[src/rtl/tex_dcr_bank_pkg.sv]
// Texture DCR types, register offset map and the field-update helper shared by
// the DCR bank, its per-stage slice and its bus interface.
package tex_dcr_bank_pkg;

  localparam int TEX_ADDR_BITS   = 26;
  localparam int TEX_LOD_BITS    = 4;
  localparam int TEX_LOD_MAX     = 3;
  localparam int TEX_MIPOFF_BITS = 16;

  localparam int TEX_DCR_DATA_BITS      = 32;
  localparam int TEX_DCR_STAGE_BITS_MAX = 8;
  localparam int TEX_DCR_OFF_BITS       = $clog2(6 + TEX_LOD_MAX + 1);

  function automatic int tex_dcr_stage_bits(int num_stages);
    return (num_stages > 1) ? $clog2(num_stages) : 1;
  endfunction

  typedef logic [TEX_DCR_OFF_BITS-1:0] tex_dcr_off_t;

  localparam tex_dcr_off_t TEX_DCR_OFF_BASEADDR = tex_dcr_off_t'(0);
  localparam tex_dcr_off_t TEX_DCR_OFF_LOGDIM   = tex_dcr_off_t'(1);
  localparam tex_dcr_off_t TEX_DCR_OFF_WRAP     = tex_dcr_off_t'(2);
  localparam tex_dcr_off_t TEX_DCR_OFF_FORMAT   = tex_dcr_off_t'(3);
  localparam tex_dcr_off_t TEX_DCR_OFF_FILTER   = tex_dcr_off_t'(4);
  localparam tex_dcr_off_t TEX_DCR_OFF_COMMIT   = tex_dcr_off_t'(5);
  localparam tex_dcr_off_t TEX_DCR_OFF_MIPOFF0  = tex_dcr_off_t'(6);

  typedef struct packed {
    logic [TEX_ADDR_BITS-1:0]                        baseaddr;
    logic [TEX_LOD_BITS-1:0]                         logdim_u;
    logic [TEX_LOD_BITS-1:0]                         logdim_v;
    logic [1:0]                                      wrap_u;
    logic [1:0]                                      wrap_v;
    logic [2:0]                                      format;
    logic                                            filter;
    logic [TEX_LOD_MAX:0][TEX_MIPOFF_BITS-1:0]       mipoff;
  } tex_dcrs_t;

  typedef struct packed {
    logic [TEX_DCR_STAGE_BITS_MAX-1:0] stage;
    tex_dcr_off_t                      offset;
    logic [TEX_DCR_DATA_BITS-1:0]      data;
  } tex_dcr_write_t;

  // COMMIT and unmapped offsets leave the state untouched.
  function automatic tex_dcrs_t tex_dcr_update(tex_dcrs_t cur, tex_dcr_off_t off,
                                               logic [TEX_DCR_DATA_BITS-1:0] data);
    tex_dcrs_t nxt;
    nxt = cur;
    case (off)
      TEX_DCR_OFF_BASEADDR: nxt.baseaddr = data[TEX_ADDR_BITS-1:0];
      TEX_DCR_OFF_LOGDIM: begin
        nxt.logdim_u = data[TEX_LOD_BITS-1:0];
        nxt.logdim_v = data[16 +: TEX_LOD_BITS];
      end
      TEX_DCR_OFF_WRAP: begin
        nxt.wrap_u = data[1:0];
        nxt.wrap_v = data[17:16];
      end
      TEX_DCR_OFF_FORMAT: nxt.format = data[2:0];
      TEX_DCR_OFF_FILTER: nxt.filter = data[0];
      default: begin
        for (int unsigned k = 0; k <= TEX_LOD_MAX; k++) begin
          if (off == tex_dcr_off_t'(TEX_DCR_OFF_MIPOFF0 + k)) begin
            nxt.mipoff[k] = data[TEX_MIPOFF_BITS-1:0];
          end
        end
      end
    endcase
    return nxt;
  endfunction

endpackage

[src/rtl/tex_dcr_bank_if.sv]
// DCR write bus, lookup request/response pipe and retire port of the texture
// DCR bank. The master side is the DCR writer / tex unit front-end.
interface tex_dcr_bank_if #(
  parameter int NUM_STAGES = 4,
  parameter int DATA_BITS  = 32
);
  import tex_dcr_bank_pkg::*;

  localparam int STAGE_BITS = tex_dcr_stage_bits(NUM_STAGES);

  logic                  dcr_wr_valid;
  logic                  dcr_wr_ready;
  logic [STAGE_BITS-1:0] dcr_wr_stage;
  tex_dcr_off_t          dcr_wr_offset;
  logic [DATA_BITS-1:0]  dcr_wr_data;

  logic                  req_valid;
  logic                  req_ready;
  logic [STAGE_BITS-1:0] req_stage;

  logic                  rsp_valid;
  logic                  rsp_ready;
  tex_dcrs_t             rsp_dcrs;

  logic                  done_valid;
  logic [STAGE_BITS-1:0] done_stage;

  modport master (
    output dcr_wr_valid, dcr_wr_stage, dcr_wr_offset, dcr_wr_data,
    input  dcr_wr_ready,
    output req_valid, req_stage,
    input  req_ready,
    input  rsp_valid, rsp_dcrs,
    output rsp_ready,
    output done_valid, done_stage
  );

  modport slave (
    input  dcr_wr_valid, dcr_wr_stage, dcr_wr_offset, dcr_wr_data,
    output dcr_wr_ready,
    input  req_valid, req_stage,
    output req_ready,
    output rsp_valid, rsp_dcrs,
    input  rsp_ready,
    input  done_valid, done_stage
  );

endinterface

[src/rtl/tex_dcr_bank_stage.sv]
// One texture stage: shadow and active DCR copies, commit-pending flag and the
// in-flight sampler request counter that gates the shadow->active copy.
module tex_dcr_stage
  import tex_dcr_bank_pkg::*;
#(
  parameter int INFLIGHT_BITS = 4
) (
  input  logic                         clk,
  input  logic                         reset_n,
  input  logic                         wr_en_i,
  input  tex_dcr_off_t                 wr_off_i,
  input  logic [TEX_DCR_DATA_BITS-1:0] wr_data_i,
  input  logic                         req_acc_i,
  input  logic                         done_i,
  output tex_dcrs_t                    active_o,
  output logic                         pending_o,
  output logic                         full_o
);

  tex_dcrs_t                shadow_q, shadow_d;
  tex_dcrs_t                active_q, active_d;
  logic                     pending_q, pending_d;
  logic [INFLIGHT_BITS-1:0] cnt_q, cnt_d;
  logic                     commit;

  always_comb begin
    shadow_d  = shadow_q;
    active_d  = active_q;
    pending_d = pending_q;
    cnt_d     = cnt_q;

    // A lookup accepted this cycle still reads the old active copy, so it
    // holds the commit off for one more cycle.
    commit = pending_q && (cnt_q == '0) && !req_acc_i;
    if (commit) begin
      active_d  = shadow_q;
      pending_d = 1'b0;
    end

    // Writes are only accepted while not pending, so they never race a commit.
    if (wr_en_i) begin
      if (wr_off_i == TEX_DCR_OFF_COMMIT) begin
        pending_d = 1'b1;
      end else begin
        shadow_d = tex_dcr_update(shadow_q, wr_off_i, wr_data_i);
      end
    end

    if (req_acc_i && !done_i) begin
      cnt_d = cnt_q + 1'b1;
    end else if (done_i && !req_acc_i && (cnt_q != '0)) begin
      cnt_d = cnt_q - 1'b1;
    end
  end

  always_ff @(posedge clk or negedge reset_n) begin
    if (!reset_n) begin
      shadow_q  <= '0;
      active_q  <= '0;
      pending_q <= 1'b0;
      cnt_q     <= '0;
    end else begin
      shadow_q  <= shadow_d;
      active_q  <= active_d;
      pending_q <= pending_d;
      cnt_q     <= cnt_d;
    end
  end

  assign active_o  = active_q;
  assign pending_o = pending_q;
  assign full_o    = (cnt_q == '1);

  a_no_underflow : assert property (@(posedge clk) disable iff (!reset_n)
    !(done_i && !req_acc_i && (cnt_q == '0)));

endmodule

[src/rtl/tex_dcr_bank.sv]
// Multi-stage texture DCR register file: shadow fill over the DCR bus, deferred
// commit to active state, and a one-deep registered lookup pipe.
module tex_dcr_bank
  import tex_dcr_bank_pkg::*;
#(
  parameter int NUM_STAGES    = 4,
  parameter int INFLIGHT_BITS = 4,
  parameter int DATA_BITS     = 32
) (
  input  logic                  clk,
  input  logic                  reset_n,
  tex_dcr_bank_if.slave         bus,
  output logic [NUM_STAGES-1:0] pending_commit
);

  localparam int STAGE_BITS = tex_dcr_stage_bits(NUM_STAGES);

  tex_dcr_write_t        wr;
  tex_dcrs_t             active [NUM_STAGES];
  logic [NUM_STAGES-1:0] pending;
  logic [NUM_STAGES-1:0] full;
  logic [NUM_STAGES-1:0] wr_sel;
  logic [NUM_STAGES-1:0] req_sel;
  logic [NUM_STAGES-1:0] done_sel;

  logic      wr_ready, req_ready, sel_full;
  logic      wr_fire, req_fire;
  tex_dcrs_t sel_active;

  logic      rsp_valid_q, rsp_valid_d;
  tex_dcrs_t rsp_dcrs_q, rsp_dcrs_d;

  always_comb begin
    wr.stage  = TEX_DCR_STAGE_BITS_MAX'(bus.dcr_wr_stage);
    wr.offset = bus.dcr_wr_offset;
    wr.data   = TEX_DCR_DATA_BITS'(bus.dcr_wr_data);
  end

  // Stage decode; out-of-range stages match nothing and are accepted silently.
  always_comb begin
    wr_ready   = 1'b1;
    sel_full   = 1'b0;
    sel_active = '0;
    wr_sel     = '0;
    req_sel    = '0;
    done_sel   = '0;
    for (int unsigned s = 0; s < NUM_STAGES; s++) begin
      wr_sel[s]   = (wr.stage == TEX_DCR_STAGE_BITS_MAX'(s));
      req_sel[s]  = (bus.req_stage == STAGE_BITS'(s));
      done_sel[s] = bus.done_valid && (bus.done_stage == STAGE_BITS'(s));
      if (wr_sel[s]) begin
        wr_ready = !pending[s];
      end
      if (req_sel[s]) begin
        sel_full   = full[s];
        sel_active = active[s];
      end
    end
  end

  always_comb begin
    req_ready = (!rsp_valid_q || bus.rsp_ready) && !sel_full;
    wr_fire   = bus.dcr_wr_valid && wr_ready;
    req_fire  = bus.req_valid && req_ready;
  end

  for (genvar s = 0; s < NUM_STAGES; s++) begin : g_stage
    tex_dcr_stage #(
      .INFLIGHT_BITS(INFLIGHT_BITS)
    ) u_stage (
      .clk      (clk),
      .reset_n  (reset_n),
      .wr_en_i  (wr_fire && wr_sel[s]),
      .wr_off_i (wr.offset),
      .wr_data_i(wr.data),
      .req_acc_i(req_fire && req_sel[s]),
      .done_i   (done_sel[s]),
      .active_o (active[s]),
      .pending_o(pending[s]),
      .full_o   (full[s])
    );
  end

  always_comb begin
    rsp_valid_d = rsp_valid_q;
    rsp_dcrs_d  = rsp_dcrs_q;
    if (req_fire) begin
      rsp_valid_d = 1'b1;
      rsp_dcrs_d  = sel_active;
    end else if (bus.rsp_ready) begin
      rsp_valid_d = 1'b0;
    end
  end

  always_ff @(posedge clk or negedge reset_n) begin
    if (!reset_n) begin
      rsp_valid_q <= 1'b0;
      rsp_dcrs_q  <= '0;
    end else begin
      rsp_valid_q <= rsp_valid_d;
      rsp_dcrs_q  <= rsp_dcrs_d;
    end
  end

  assign bus.dcr_wr_ready = wr_ready;
  assign bus.req_ready    = req_ready;
  assign bus.rsp_valid    = rsp_valid_q;
  assign bus.rsp_dcrs     = rsp_dcrs_q;
  assign pending_commit   = pending;

endmodule

[src/flat_wrapper.sv]
// flat-port wrapper written by rule: the top's interface ports become plain ports
module tex_dcr_bank_flat import tex_dcr_bank_pkg::*;
#(
  parameter int NUM_STAGES    = 4,
  parameter int INFLIGHT_BITS = 4,
  parameter int DATA_BITS     = 32
)
  (clk, reset_n, pending_commit, bus_dcr_wr_valid, bus_dcr_wr_stage, bus_dcr_wr_offset, bus_dcr_wr_data, bus_dcr_wr_ready, bus_req_valid, bus_req_stage, bus_req_ready, bus_rsp_valid, bus_rsp_dcrs, bus_rsp_ready, bus_done_valid, bus_done_stage);
  tex_dcr_bank_if #(.NUM_STAGES(NUM_STAGES), .DATA_BITS(DATA_BITS)) bus_i ();
  input  logic clk;
  input  logic reset_n;
  output logic [NUM_STAGES-1:0] pending_commit;
  input wire logic [$bits(bus_i.dcr_wr_valid)-1:0] bus_dcr_wr_valid;
  input wire logic [$bits(bus_i.dcr_wr_stage)-1:0] bus_dcr_wr_stage;
  input wire logic [$bits(bus_i.dcr_wr_offset)-1:0] bus_dcr_wr_offset;
  input wire logic [$bits(bus_i.dcr_wr_data)-1:0] bus_dcr_wr_data;
  output wire logic [$bits(bus_i.dcr_wr_ready)-1:0] bus_dcr_wr_ready;
  input wire logic [$bits(bus_i.req_valid)-1:0] bus_req_valid;
  input wire logic [$bits(bus_i.req_stage)-1:0] bus_req_stage;
  output wire logic [$bits(bus_i.req_ready)-1:0] bus_req_ready;
  output wire logic [$bits(bus_i.rsp_valid)-1:0] bus_rsp_valid;
  output wire logic [$bits(bus_i.rsp_dcrs)-1:0] bus_rsp_dcrs;
  input wire logic [$bits(bus_i.rsp_ready)-1:0] bus_rsp_ready;
  input wire logic [$bits(bus_i.done_valid)-1:0] bus_done_valid;
  input wire logic [$bits(bus_i.done_stage)-1:0] bus_done_stage;
  assign bus_i.dcr_wr_valid = bus_dcr_wr_valid;
  assign bus_i.dcr_wr_stage = bus_dcr_wr_stage;
  assign bus_i.dcr_wr_offset = bus_dcr_wr_offset;
  assign bus_i.dcr_wr_data = bus_dcr_wr_data;
  assign bus_dcr_wr_ready = bus_i.dcr_wr_ready;
  assign bus_i.req_valid = bus_req_valid;
  assign bus_i.req_stage = bus_req_stage;
  assign bus_req_ready = bus_i.req_ready;
  assign bus_rsp_valid = bus_i.rsp_valid;
  assign bus_rsp_dcrs = bus_i.rsp_dcrs;
  assign bus_i.rsp_ready = bus_rsp_ready;
  assign bus_i.done_valid = bus_done_valid;
  assign bus_i.done_stage = bus_done_stage;
  tex_dcr_bank #(.NUM_STAGES(NUM_STAGES), .INFLIGHT_BITS(INFLIGHT_BITS), .DATA_BITS(DATA_BITS)) u_core (.clk(clk), .reset_n(reset_n), .bus(bus_i), .pending_commit(pending_commit));
endmodule
[config.mk]
export PLATFORM = sky130hd
export DESIGN_NAME = tex_dcr_bank_flat
export DESIGN_NICKNAME = d
export VERILOG_FILES = /design/src/rtl/tex_dcr_bank_pkg.sv /design/src/rtl/tex_dcr_bank_if.sv /design/src/rtl/tex_dcr_bank_stage.sv /design/src/rtl/tex_dcr_bank.sv /design/src/flat_wrapper.sv
export SDC_FILE = /design/constraint.sdc
export NUM_CORES = 1
export LEC_CHECK = 0
export ABC_CLOCK_PERIOD_IN_PS = 3100
export CAP_MARGIN = 0
export CORE_MARGIN = 10
export CORE_UTILIZATION = 40
export CTS_BUF_LIST = sky130_fd_sc_hd__clkbuf_8
export DETAILED_ROUTE_END_ITERATION = 6
export PLACE_DENSITY_LB_ADDON = 0.25
export SETUP_SLACK_MARGIN = 0.02
export SYNTH_ARGS = -nofsm -noshare
export SYNTH_HDL_FRONTEND = slang
export SYNTH_SLANG_ARGS = --single-unit
[constraint.sdc]
create_clock -name clk -period 3.1 [get_ports clk]
set_clock_uncertainty 0.05 [all_clocks]
set_input_delay 0.31 -clock clk [delete_from_list [all_inputs] [get_ports clk]]
set_output_delay 0.31 -clock clk [all_outputs]
set_load 0.02 [all_outputs]
==> results of run 1 <==
what timing repair did:
| action | CTS | global route |
|---|---|---|
| hold buffers | 1 | 0 |
| setup endpoints to repair | 1 | 1 |
| hold endpoints to repair | 347 | 0 |
| gates resized for setup | 1 | 1 |
sequential cells by signal, indices dropped and copies added, names as in the netlist:
name and flops:
u_core.bus.rsp_dcrs 106, u_core.bus.rsp_valid 1, u_core.g_stage.u_stage.active_o 424, u_core.g_stage.u_stage.cnt_q 16, u_core.g_stage.u_stage.pending_o 4, u_core.g_stage.u_stage.shadow_q 424
per-layer routing:
metal | track usage (%) | share of wire [%] | wire, µm
met3 | 3.553 | 3.7 | 3654
met2 | 29.71 | 50 | 48670
met4 | 5.392 | 2.0 | 1980
met1 | 22.45 | 44 | 43230
met5 | 0 | 0.048 | 47
through the flow:
stage / instance area [µm²] / utilization [%] / setup WS [ns] / total power, W
floorplan: 39680 / - / 0.7965 / 0.01979
global route: 46520 / 47.27 / 0.05788 / 0.03473
detailed placement: 43280 / 43.97 / 0.3036 / 0.02224
global placement: 43280 / 43.97 / 0.2134 / 0.02185
finish: 46520 / 47.27 / 0.1649 / 0.03299
CTS: 46510 / 47.26 / 0.08967 / 0.03349
cells by family after synthesis:
group	count (synthesis)
and+or+nand+nor	184
AOI/OAI and AO/OA	124
buffers and inverters	172
xor gates and xnor gates	12
DFF	975
muxes	1002
adders and majority gates	12
cell type report:
class,instances,area [µm²]
Antenna cell,4,10.01
Clock buffer,206,2835
Clock inverter,83,385.4
Fill cell,8579,51900
Inverter,3,11.26
Multi-Input combinational cell,1334,14510
Sequential cell,975,24400
Tap cell,1287,1610
Timing Repair Buffer,257,2763
placed cells by master, fill, tap and decap left out, drive strengths merged, types with 8 or more instances in the layout:
| master | n |
|---|---|
| nand2 | 75 |
| nand3 | 15 |
| clkdlybuf4s50 | 149 |
| dfrtp | 975 |
| a211o | 33 |
| clkinv | 16 |
| nor2b | 40 |
| inv | 65 |
| mux2 | 928 |
| o21ai | 45 |
| ha | 8 |
| buf | 105 |
| mux4 | 73 |
| nor2 | 11 |
| nand4 | 8 |
| clkbuf | 207 |
| o221ai | 34 |
power breakdown:
part           switching (W)  leakage (nW)  total [W]  internal, W
logic                0.00245          7.95    0.00555      0.00310
clock network        0.00510          1.87     0.0111      0.00596
registers            0.00135          13.2     0.0164       0.0150
worst max-delay path: cells and delay by family, from the launching register on:
family	cells	cell delay (ns)
AO/OA/AOI/OAI	1	0.18
flip-flops	1	0.52
multiplexers	1	0.30
buffers and inverters	2	0.76
worst max-delay path by stage:
| stage | startpoint | end | slack [ns] | depth (start not counted) |
|---|---|---|---|---|
| global placement | bus_rsp_ready | u_core.g_stage[2].u_stage.cnt_q[3] | 0.21 | 11 |
| finish | u_core.g_stage[0].u_stage.pending_o | bus_dcr_wr_ready | 0.16 | 4 |
| CTS | u_core.g_stage[0].u_stage.pending_o | bus_dcr_wr_ready | 0.09 | 4 |
| detailed placement | bus_dcr_wr_stage[1] | u_core.g_stage[0].u_stage.shadow_q[78] | 0.30 | 6 |
| floorplan | u_core.bus.rsp_valid | u_core.g_stage[2].u_stage.cnt_q[3] | 0.80 | 10 |
| global route | u_core.g_stage[0].u_stage.pending_o | bus_dcr_wr_ready | 0.06 | 4 |
==> impl_metrics.yaml, run 1 <==
status:
  status: "finished clean"
global_routing:
  first_global_vias: 24597
  gr-total-overflow: 0
  grt_max_degree: 104
  grt_pass1_wl_um: 151000
  grt.total_usage_pct: 17.54
  antenna_found_initial: 10
setup_path:
  rr_endpoint: "u_core.g_stage[3].u_stage.cnt_q[3]"
  crit_path_max_fanout: 6
  worstPathCellList: "mux2_2 -> o21ai_0 -> buf_4 -> clkdlybuf4s50_1"
  critPathCaptureType: "primary output"
  rr_worst_depth: 9
  cp_slowest_cell: "clkdlybuf4s50_1"
  crit_required_ns: 2.74
  cp.arrival_ns: 2.58
  max_stage_delay_ns: 0.61
  rrSetupSlack_ns: 0.68
  start_kind: "register"
  path_class: "register to primary output"
  r2r-start: "u_core.bus.rsp_valid"
power:
  p_per_area_mw_per_mm2: 709.2
  leakagePower_nw: 23.06
  peakVddDrop_v: 0.0004320
synth:
  synth.top_cells.by_count: "dfrtp_1, mux2_2, clkbuf_1"
  synth-async-reset-ratio_pct: 100.0
  synthMuxAreaShare_pct: 31.01
  synth-seq-cells: 975
  ys_warn_count: 0
  synth_xor_xnor_area_share_pct: 0.2649
  synth_top_area_cell: "dfrtp_1"
  netlist_top_cells_area: "dfrtp_1, mux2_2, mux4_2"
  synth.distinct_cells: 47
  syn_inst: 2481
  syn_area_mm2: 0.03968
  synth_top_family_by_area: "multiplexers"
  synth.avg_cell_area_um2: 15.99
  ys_seq_area_share_pct: 61.49
  syn_nets: 2541
  synth_top_area_share_pct: 61.49
  synth_enable_flop_cells: 0
  synthAdderAreaFrac_pct: 0.4541
  synth_compound_area_share_pct: 2.245
  synthFlopType: "dfrtp_1"
  synth-simple-area-share_pct: 2.435
  yosysMostFrequentCell: "dfrtp_1"
timing:
  worstMarginPinSlew_ns: 1.217
  post-route-period-util_pct: 94.68
  hold_viol_final: 0
  period_minus_slack_ns: 2.935
  slew_viol_final: 0
  fin_hold_ws_ns: 0.03047
  finalSetupViolCount: 0
  tns_ns: 0
  rsz0062_at_grt: "false"
  fmax_mhz: 340.7
  slew_headroom_pct: 18.64
routing:
  wire_per_inst_um: 23.52
  wirelength_um: 97580
  first_pass_iters: 4
  vias_per_cell: 5.307
  ant_nets: 0
  drt_iter0_markers: 1060
  via_count: 22018
  drc: 0
place:
  dp_hpwl_um: 59170
  dpl.cell_count: 3855
  port_buffers: 154
  globalplace.congestion: 0.7996
clock_tree:
  clk_path_buf_depth: 3
  htree_levels: 4
  cts.sinks: 975
  clk_latency_ns: 0.81
  clk_pin_slew_ns: 0.06
  postCtsSetupRepairBufs: 0
  cts_tree: "yes"
  cts_root_buf: "clkbuf_8"
  cts_buffers: 161
die:
  ioPinCount: 161
  start_util_pct: 40.31
  rows: 115
  die_area_mm2: 0.1122
  die_w_um: 334.9
  die_h_um: 334.9
  core_area_mm2: 0.09842
cells_and_area:
  areaGrowthSynthToFinish_pct: 17.25
  layout.nets: 2792
  layoutNonFillerInstCount: 4149
  drive_gt1_share_pct: 46.12
flow_run:
  maxCapViolCount: 0
hold_path:
  worst_hold_path_type: "primary input to async pin"
(Power assumes the default switching activity.)
==> run 2, diff against run 1 <==
- GPL_TIMING_DRIVEN: default -> 1
==> results of run 2 <==
Same layout as run 1: the final DEF is identical, and so are final timing and power.
